`src/rtl/joypad_i2c_reader.sv`:
```
// Polls an I2C joypad expander: reads one byte from DEV_ADDR, then idles for POLL_GAP
// quarter-phases. The device reports active-low buttons, so the published state is inverted.
module joypad_i2c_reader #(
    parameter int unsigned CLK_DIV  = 50,
    parameter logic [6:0]  DEV_ADDR = 7'h20,
    parameter int unsigned POLL_GAP = 1000
) (
    input  logic       clk,
    input  logic       rst_n,
    output logic       joypad_scl_out,
    output logic       joypad_sda_out,
    input  logic       joypad_sda_in,
    output logic [7:0] buttons,
    output logic       buttons_valid,
    output logic       nack_err
);

    localparam int unsigned DivW = (CLK_DIV > 1) ? $clog2(CLK_DIV) : 1;
    localparam int unsigned GapW = (POLL_GAP > 1) ? $clog2(POLL_GAP) : 1;
    localparam logic [DivW-1:0] DivLast = DivW'(CLK_DIV - 1);
    localparam logic [GapW-1:0] GapLast = GapW'(POLL_GAP - 1);
    localparam logic [7:0] AddrByte = {DEV_ADDR, 1'b1};

    typedef enum logic [2:0] {
        StIdle, StStart, StAddr, StAddrAck, StRead, StMack, StStop, StWait
    } state_e;

    state_e          state_q;
    logic [DivW-1:0] div_q;
    logic [GapW-1:0] gap_q;
    logic [1:0]      ph_q;
    logic [2:0]      bit_q;
    logic [7:0]      shift_q;
    logic            ack_ok_q;
    logic            sda_s1_q, sda_s2_q;
    logic            scl_q, sda_q;
    logic [7:0]      buttons_q;
    logic            valid_q, nack_q;
    logic            tick;

    assign tick           = (div_q == DivLast);
    assign joypad_scl_out = scl_q;
    assign joypad_sda_out = sda_q;
    assign buttons        = buttons_q;
    assign buttons_valid  = valid_q;
    assign nack_err       = nack_q;

    // Free-running quarter-phase divider.
    always_ff @(posedge clk or negedge rst_n) begin
        if (!rst_n) begin
            div_q <= '0;
        end else if (tick) begin
            div_q <= '0;
        end else begin
            div_q <= div_q + 1'b1;
        end
    end

    // Two-flop synchronizer for the incoming SDA level.
    always_ff @(posedge clk or negedge rst_n) begin
        if (!rst_n) begin
            sda_s1_q <= 1'b1;
            sda_s2_q <= 1'b1;
        end else begin
            sda_s1_q <= joypad_sda_in;
            sda_s2_q <= sda_s1_q;
        end
    end

    // Bus sequencer; bit states use p0 set SDA, p1 raise SCL, p2 sample, p3 drop SCL.
    always_ff @(posedge clk or negedge rst_n) begin
        if (!rst_n) begin
            state_q   <= StIdle;
            gap_q     <= '0;
            ph_q      <= 2'd0;
            bit_q     <= 3'd0;
            shift_q   <= 8'h00;
            ack_ok_q  <= 1'b0;
            scl_q     <= 1'b1;
            sda_q     <= 1'b1;
            buttons_q <= 8'h00;
            valid_q   <= 1'b0;
            nack_q    <= 1'b0;
        end else begin
            valid_q <= 1'b0;
            if (tick) begin
                unique case (state_q)
                    StIdle: begin
                        scl_q    <= 1'b1;
                        sda_q    <= 1'b1;
                        ack_ok_q <= 1'b0;
                        ph_q     <= 2'd0;
                        state_q  <= StStart;
                    end
                    StStart: begin
                        if (ph_q == 2'd0) begin
                            sda_q <= 1'b0;
                            ph_q  <= 2'd1;
                        end else begin
                            scl_q   <= 1'b0;
                            ph_q    <= 2'd0;
                            bit_q   <= 3'd0;
                            state_q <= StAddr;
                        end
                    end
                    StAddr, StAddrAck, StRead, StMack: begin
                        ph_q <= ph_q + 2'd1;
                        if (ph_q == 2'd0) begin
                            sda_q <= (state_q == StAddr) ? AddrByte[3'd7 - bit_q] : 1'b1;
                        end
                        if (ph_q == 2'd1) begin
                            scl_q <= 1'b1;
                        end
                        if (ph_q == 2'd2) begin
                            if (state_q == StAddrAck) begin
                                ack_ok_q <= ~sda_s2_q;
                            end
                            if (state_q == StRead) begin
                                shift_q <= {shift_q[6:0], sda_s2_q};
                            end
                        end
                        if (ph_q == 2'd3) begin
                            scl_q <= 1'b0;
                            bit_q <= bit_q + 3'd1;
                            if (state_q == StAddr && bit_q == 3'd7) begin
                                state_q <= StAddrAck;
                            end else if (state_q == StAddrAck) begin
                                bit_q <= 3'd0;
                                if (ack_ok_q) begin
                                    state_q <= StRead;
                                end else begin
                                    nack_q  <= 1'b1;
                                    state_q <= StStop;
                                end
                            end else if (state_q == StRead && bit_q == 3'd7) begin
                                state_q <= StMack;
                            end else if (state_q == StMack) begin
                                state_q <= StStop;
                            end
                        end
                    end
                    StStop: begin
                        ph_q <= ph_q + 2'd1;
                        if (ph_q == 2'd0) begin
                            sda_q <= 1'b0;
                        end else if (ph_q == 2'd1) begin
                            scl_q <= 1'b1;
                        end else begin
                            sda_q   <= 1'b1;
                            ph_q    <= 2'd0;
                            gap_q   <= '0;
                            state_q <= StWait;
                            // ack_ok_q is only set once the address was acknowledged.
                            if (ack_ok_q) begin
                                buttons_q <= ~shift_q;
                                valid_q   <= 1'b1;
                            end
                        end
                    end
                    StWait: begin
                        if (gap_q == GapLast) begin
                            gap_q   <= '0;
                            state_q <= StIdle;
                        end else begin
                            gap_q <= gap_q + 1'b1;
                        end
                    end
                endcase
            end
        end
    end

endmodule

```
`config.mk`:
```
export PLATFORM = sky130hd
export DESIGN_NAME = joypad_i2c_reader
export DESIGN_NICKNAME = d
export VERILOG_FILES = /design/src/rtl/joypad_i2c_reader.sv
export SDC_FILE = /design/constraint.sdc
export NUM_CORES = 1
export LEC_CHECK = 0
export ABC_CLOCK_PERIOD_IN_PS = 4800
export CORE_AREA = 2 2 67 94
export DETAILED_ROUTE_END_ITERATION = 7
export DIE_AREA = 0 0 69 96
export REMOVE_ABC_BUFFERS = 1
export SLEW_MARGIN = 5
export SYNTH_ARGS = -nofsm -noshare
export SYNTH_HDL_FRONTEND = slang
export SYNTH_SLANG_ARGS = --single-unit
```
`constraint.sdc`:
```
create_clock -name clk -period 4.8 [get_ports clk]
set_input_delay 0.48 -clock clk [delete_from_list [all_inputs] [get_ports clk]]
set_output_delay 0.48 -clock clk [all_outputs]
set_load 0.05 [all_outputs]
```
Word level (Yosys, flattened, before mapping)
Memory sizes are Yosys's and may differ from the RTL's.
Cells that the tools add are included.

operators by class
  $add $sub $neg = 5
  $lt $le $gt $ge = 1
  equal/unequal tests = 24
  muxes and demuxes = 45
  bitwise operators = 6
  reduce and logical (&&, ||, !) cells = 19

operators with widths
  cell                     count
  $mux W3                  13
  $mux W10                 3
  $pmux W10 S2             1
  $reduce_and A4 Y1        5
  $mux W1                  18
  $ne A2 B2 Y1 const B     9
  $eq A3 B3 Y1 const B     5
  $pmux W3 S5              1
  $add A10 B1 Y10 const B  1
  $eq A10 B10 Y1 const B   1
  $reduce_and A5 Y1        2
  $not A8 Y8               1
  $pmux W1 S4              2
  $pmux W2 S4              1
  $reduce_and A7 Y1        1
  $add A6 B1 Y6 const B    1
  $eq A3 B2 Y1 const B     2
  $eq A6 B6 Y1 const B     1
  $mux W2                  3
  $mux W6                  1
  $pmux W3 S2              1
  $reduce_and A6 Y1        1
  $reduce_bool A2 Y1       3
  $ne A5 B5 Y1 const B     1
  other kinds (16)         22

storage, ports and cells
  flip-flop bits (word level) = 47
  memory bits (read-only) = 8
  bits of input ports = 3
  output and inout bits = 12
  logic and storage cells = 115
  memories kept = 1

memory list
  memory            words  bits a word  rd ports  clocked after Yosys merged registers in  write ports  RTL line  source
  (name not given)  8      1            1         0                                        0            109       sda_q <= (state_q == StAddr) ? AddrByte[3'd7 - bit_q] : 1'b1;

Depth between registers and ports, before layout
  word-level depth = 7
  mapped depth = 8
  mapped depth without buffers = 6

Worst setup path after synthesis
Ideal clock, no wire load.

  path type = reg2reg
  start point = register ph_q[0]
  end point = register bit_q[0]
  setup time = 125 ps
  arrival = 1825 ps
  required time = 4675 ps
  slack = 2850 ps
  stages on the path, launching flop included = 7
  buffers on the path = 0
  clock period less this slack = 1950 ps
  path through = dfrtp_1 -> inv_1 -> ha_1 -> or3b_1 -> a21o_1 -> a21oi_1 -> mux2_2

on the way
  word-level cells in the longest chain between the ends = 3
  elaborated cells on any way between the ends = 5
  those cells by class = 3 x eq/ne; 2 x reduce/logical

ends and longest elaborated chain
  what                                                     RTL line  source
  start: declaration                                       31        logic [1:0] ph_q;
  start signal: assignment                                 107       ph_q <= ph_q + 2'd1;
  start signal: assignment                                 143       ph_q <= ph_q + 2'd1;
  $eq A2 B2 Y1 / $logic_not A2 Y1 (equally long branches)  122, 96
  $ne A2 B2 Y1 (no source line)                            -
  $reduce_and A4 Y1 (no source line) *                     -
  end signal: assignment                                   124       bit_q <= bit_q + 3'd1;
  end: declaration                                         32        logic [2:0] bit_q;

Every way passes the cells marked *; elsewhere a longest branch is shown, timed or not.
A chain may end at the register's enable or synchronous reset.

Final worst setup path
  start point = register ph_q[0]
  end point = register gap_q[7]

on the way
  word-level cells in the longest chain between the ends = 3
  elaborated cells on any way between the ends = 5
  those cells by class = 3 x eq/ne; 2 x reduce/logical

ends and longest elaborated chain
  what                                                     RTL line  source
  $eq A2 B1 Y1 / $logic_not A2 Y1 (equally long branches)  146, 144
  $ne A2 B2 Y1 (no source line)                            -
  $reduce_and A4 Y1 (no source line) *                     -
  end signal: assignment                                   165       gap_q <= gap_q + 1'b1;
  end: declaration                                         30        logic [GapW-1:0] gap_q;

Marked as above.

==> out/metrics.csv <==
stage,metric,value,unit
clock_tree,cts_buffers,5,
global_routing,overflow,0,
floorplanning,core,5780,um2
yosys,synth_xor_area_frac,0.0139,
detailed_routing,via_per_inst,5.84,
yosys,muxShareOfSynthArea,0.0657,
detailed_routing,drtAntennaViolNets,0,
yosys,synth-simple-area-share,0.178,
detailed_routing,drcViolationCount,0,
global_routing,grt_pass1_vias,1831,
worst_setup_path,critPathKind,reg -> reg,
clock_tree,cts_setup_buffers,0,
yosys,synthFlopType,dfrtp_1,
detailed_routing,wl_per_cell,15.1,um
yosys,avgSynthCellArea,10.3,um2
global_routing,antenna_found_initial,0,
pwr,clockPowerShare,0.377,
detailed_routing,routed_wl,4.95,mm
floorplanning,die_h,96,um
pwr,pwr_density_cell,234,nW/um2
sta,fin_tns_setup,0,ps
flow_run,maxCapViolations,0,
worst_setup_path,crit_fanout,13,
cells_and_area,drive_above_1_share,0.0973,
pwr,swShare,0.229,
yosys,yosysWarnings,0,
yosys,synth-edff-count,0,
sta,finClkSkew,7.02,ps
floorplanning,start_util,0.435,
yosys,ys_top_cells_by_area,"dfrtp_1 43%, ha_1 5.5%, dfstp_2 4.2%",
sta,maxSlewHeadroom,0.384,
detailed_routing,num_vias,1910,
yosys,synth-seq-area-share,0.470,
cells_and_area,area_growth_syn_to_layout,11.1,%
worst_setup_path,startpoint_type,flop,
cells_and_area,n_antenna_cell,0,
clock_tree,cts_sinks,47,
yosys,syn_inst,244,
pwr,p_comb_frac,0.014,
yosys,async_reset_ff_frac,1.00,
yosys,synth.distinct_cells,59,
yosys,ys_top_cells_by_count,"43 x dfrtp_1, 19 x nand2_1, 17 x a21oi_1, 17 x nor2_1, 11 x ha_1",
detailed_routing,drt_iter0_drc,138,
worst_setup_path,cp-end-kind,flop,
sta,hold_viol_final,0,
sta,tightestPinTransition,920,ps
clock_tree,cts.htree.levels,2,
clock_tree,clockBufferDepth,2,
yosys,synthAdderAreaFrac,0.0548,
pwr,power.switching,0.000150,W
cells_and_area,nets,270,
clock_tree,ctsResizeCount,0,
sta,rsz0062_at_grt,false,
clock_tree,cts_root_buffer,clkbuf_8,
placement,portBuffers,14,
floorplanning,die_w,69,um
yosys,synth_top_area_share,0.428,
floorplanning,rows,33,
detailed_routing,dr.pass1.iters,5,
floorplanning,die_area,6620,um2
global_routing,track_usage,0.158,
clock_tree,cts_tree,built,
sta,setup_violations,0,
placement,routabilityCongestion,0.820,
clock_tree,cts_hold_buf,0,
sta,slew_viol_final,0,
pwr,seqPwrFrac,0.609,
yosys,post-synth-top-count-cell,dfrtp_1,
floorplanning,io_pins,15,
min_path,hp-class,in -> async,
sta,fin_crit_sh,0.490,
worst_setup_path,cp.arrival,2580,ps
worst_setup_path,critPathRequiredTime,5030,ps
global_routing,grt_pass1_wl,8.44,mm
yosys,ys_ff_latch,47,
clock_tree,clkTransAtPathRegs,90,ps
global_routing,grt_max_degree,48,
yosys,syn-cell-area,2510,um2
sta,timing.fmax,0.425,GHz
cells_and_area,nFillCells,566,
outcome,status,finished clean,
placement,dpl.hpwl,3.46,mm
sta,timing.final.crit_period,2350,ps
clock_tree,clkLatencyLatePin,300,ps
yosys,synth_top_family_by_area,compound AO/OA/AOI/OAI gates,
yosys,synth_compound_area_frac,0.183,
yosys,synth_largest_area_cell,dfrtp_1,
pwr,peakVddDrop,0.125,mV
pwr,power_leakage,1.21,nW
cells_and_area,postLayoutCoreUtil,0.483,
pwr,internal_power,0.000503,W
==> placed cells by master, fill, tap and decap left out, types with 4 or more instances in the layout <==
master,n
dfrtp_1,43
nand2_1,19
nor2_1,17
a21oi_1,17
clkdlybuf4s50_1,13
ha_1,11
inv_1,10
o21ai_0,10
mux2_1,8
nand3_1,7
o211ai_1,5
a31oi_1,5
clkbuf_8,5
nand4_1,4
o31ai_1,4
mux2_2,4
dfstp_2,4
==> metrics by stage <==
stage	cell area (um2)	cells	worst slack, ps	total power [W]	hold slack, ps
5_1_grt	2790	327	2230	0.000683	308
3_3_place_gp	2700	319	2500	0.000415	347
2_1_floorplan	2470	234	2750	0.000405	184
6_report	2790	327	2450	0.000653	263
3_5_place_dp	2700	319	2470	0.000415	348
4_1_cts	2790	327	2450	0.000664	282
==> state kept, by name, indices dropped and copies added (netlist names), 2 cells and up <==
register  count
ph_q          2
div_q         6
buttons       8
state_q       3
bit_q         3
shift_q       8
gap_q        10
==> critical path, cell delays in order, from the launching register on <==
cell and delay [ps]:
dfrtp_1 490, inv_1 120, ha_1 340, nor2_1 190
o211ai_1 360, or4b_1 610, a21oi_1 170
==> logic make-up (layout without fill, tap and decap cells) <==
kind of cell | count (synthesis) | in the layout
xor+xnor | 4 | 4
compound gates | 67 | 67
mux | 15 | 15
buf+inv | 22 | 35
fa+ha+maj | 11 | 11
simple gates | 78 | 78
flops | 47 | 47
==> power by group through the flow <==
stage | Sequential [W] | Combinational (W) | Clock, W
after floorplan | 0.000405 | 0.0000000102 | 0
after global placement | 0.000405 | 0.00000986 | 0
after detailed placement | 0.000405 | 0.0000100 | 0
after CTS | 0.000398 | 0.00000993 | 0.000257
after global routing | 0.000398 | 0.0000112 | 0.000274
final | 0.000398 | 0.00000909 | 0.000246
==> metal layers <==
| layer | wire length, um | share of wire | GRT usage | vias up |
|---|---|---|---|---|
| met4 | 149 | 0.030 | 0.0882 | 0 |
| met5 | 0 | 0 | 0 | - |
| met2 | 2450 | 0.49 | 0.266 | 48 |
| li1 | - | - | - | 934 |
| met1 | 2190 | 0.44 | 0.191 | 912 |
| met3 | 164 | 0.033 | 0.0293 | 16 |
==> cell type report <==
type | count | area, um2 | share of cell area
multi-input cells | 175 | 1240 | 0.445
flip-flops and latches | 47 | 1180 | 0.423
repair buffers | 15 | 143 | 0.0511
well taps | 70 | 87.6 | 0.0314
clock buffers | 5 | 68.8 | 0.0246
inverters | 12 | 45.0 | 0.0161
clock inverters | 3 | 23.8 | 0.00851
==> path summary, 6_finish.rpt <==
kind / to / slack (ps) / start / cells past startpoint
max in group asynchronous: shift_q[0] / 4140 / rst_n / 2
worst max register to register: gap_q[7] / 2450 / ph_q[0] / 6
min in group clk: sda_s2_q / 360 / sda_s1_q / 0
worst min-delay path: state_q[1] / 260 / rst_n / 2
worst min register to register: sda_s2_q / 360 / sda_s1_q / 0
worst max-delay path: gap_q[7] / 2450 / ph_q[0] / 6
Power figures use the tool's default switching activity.
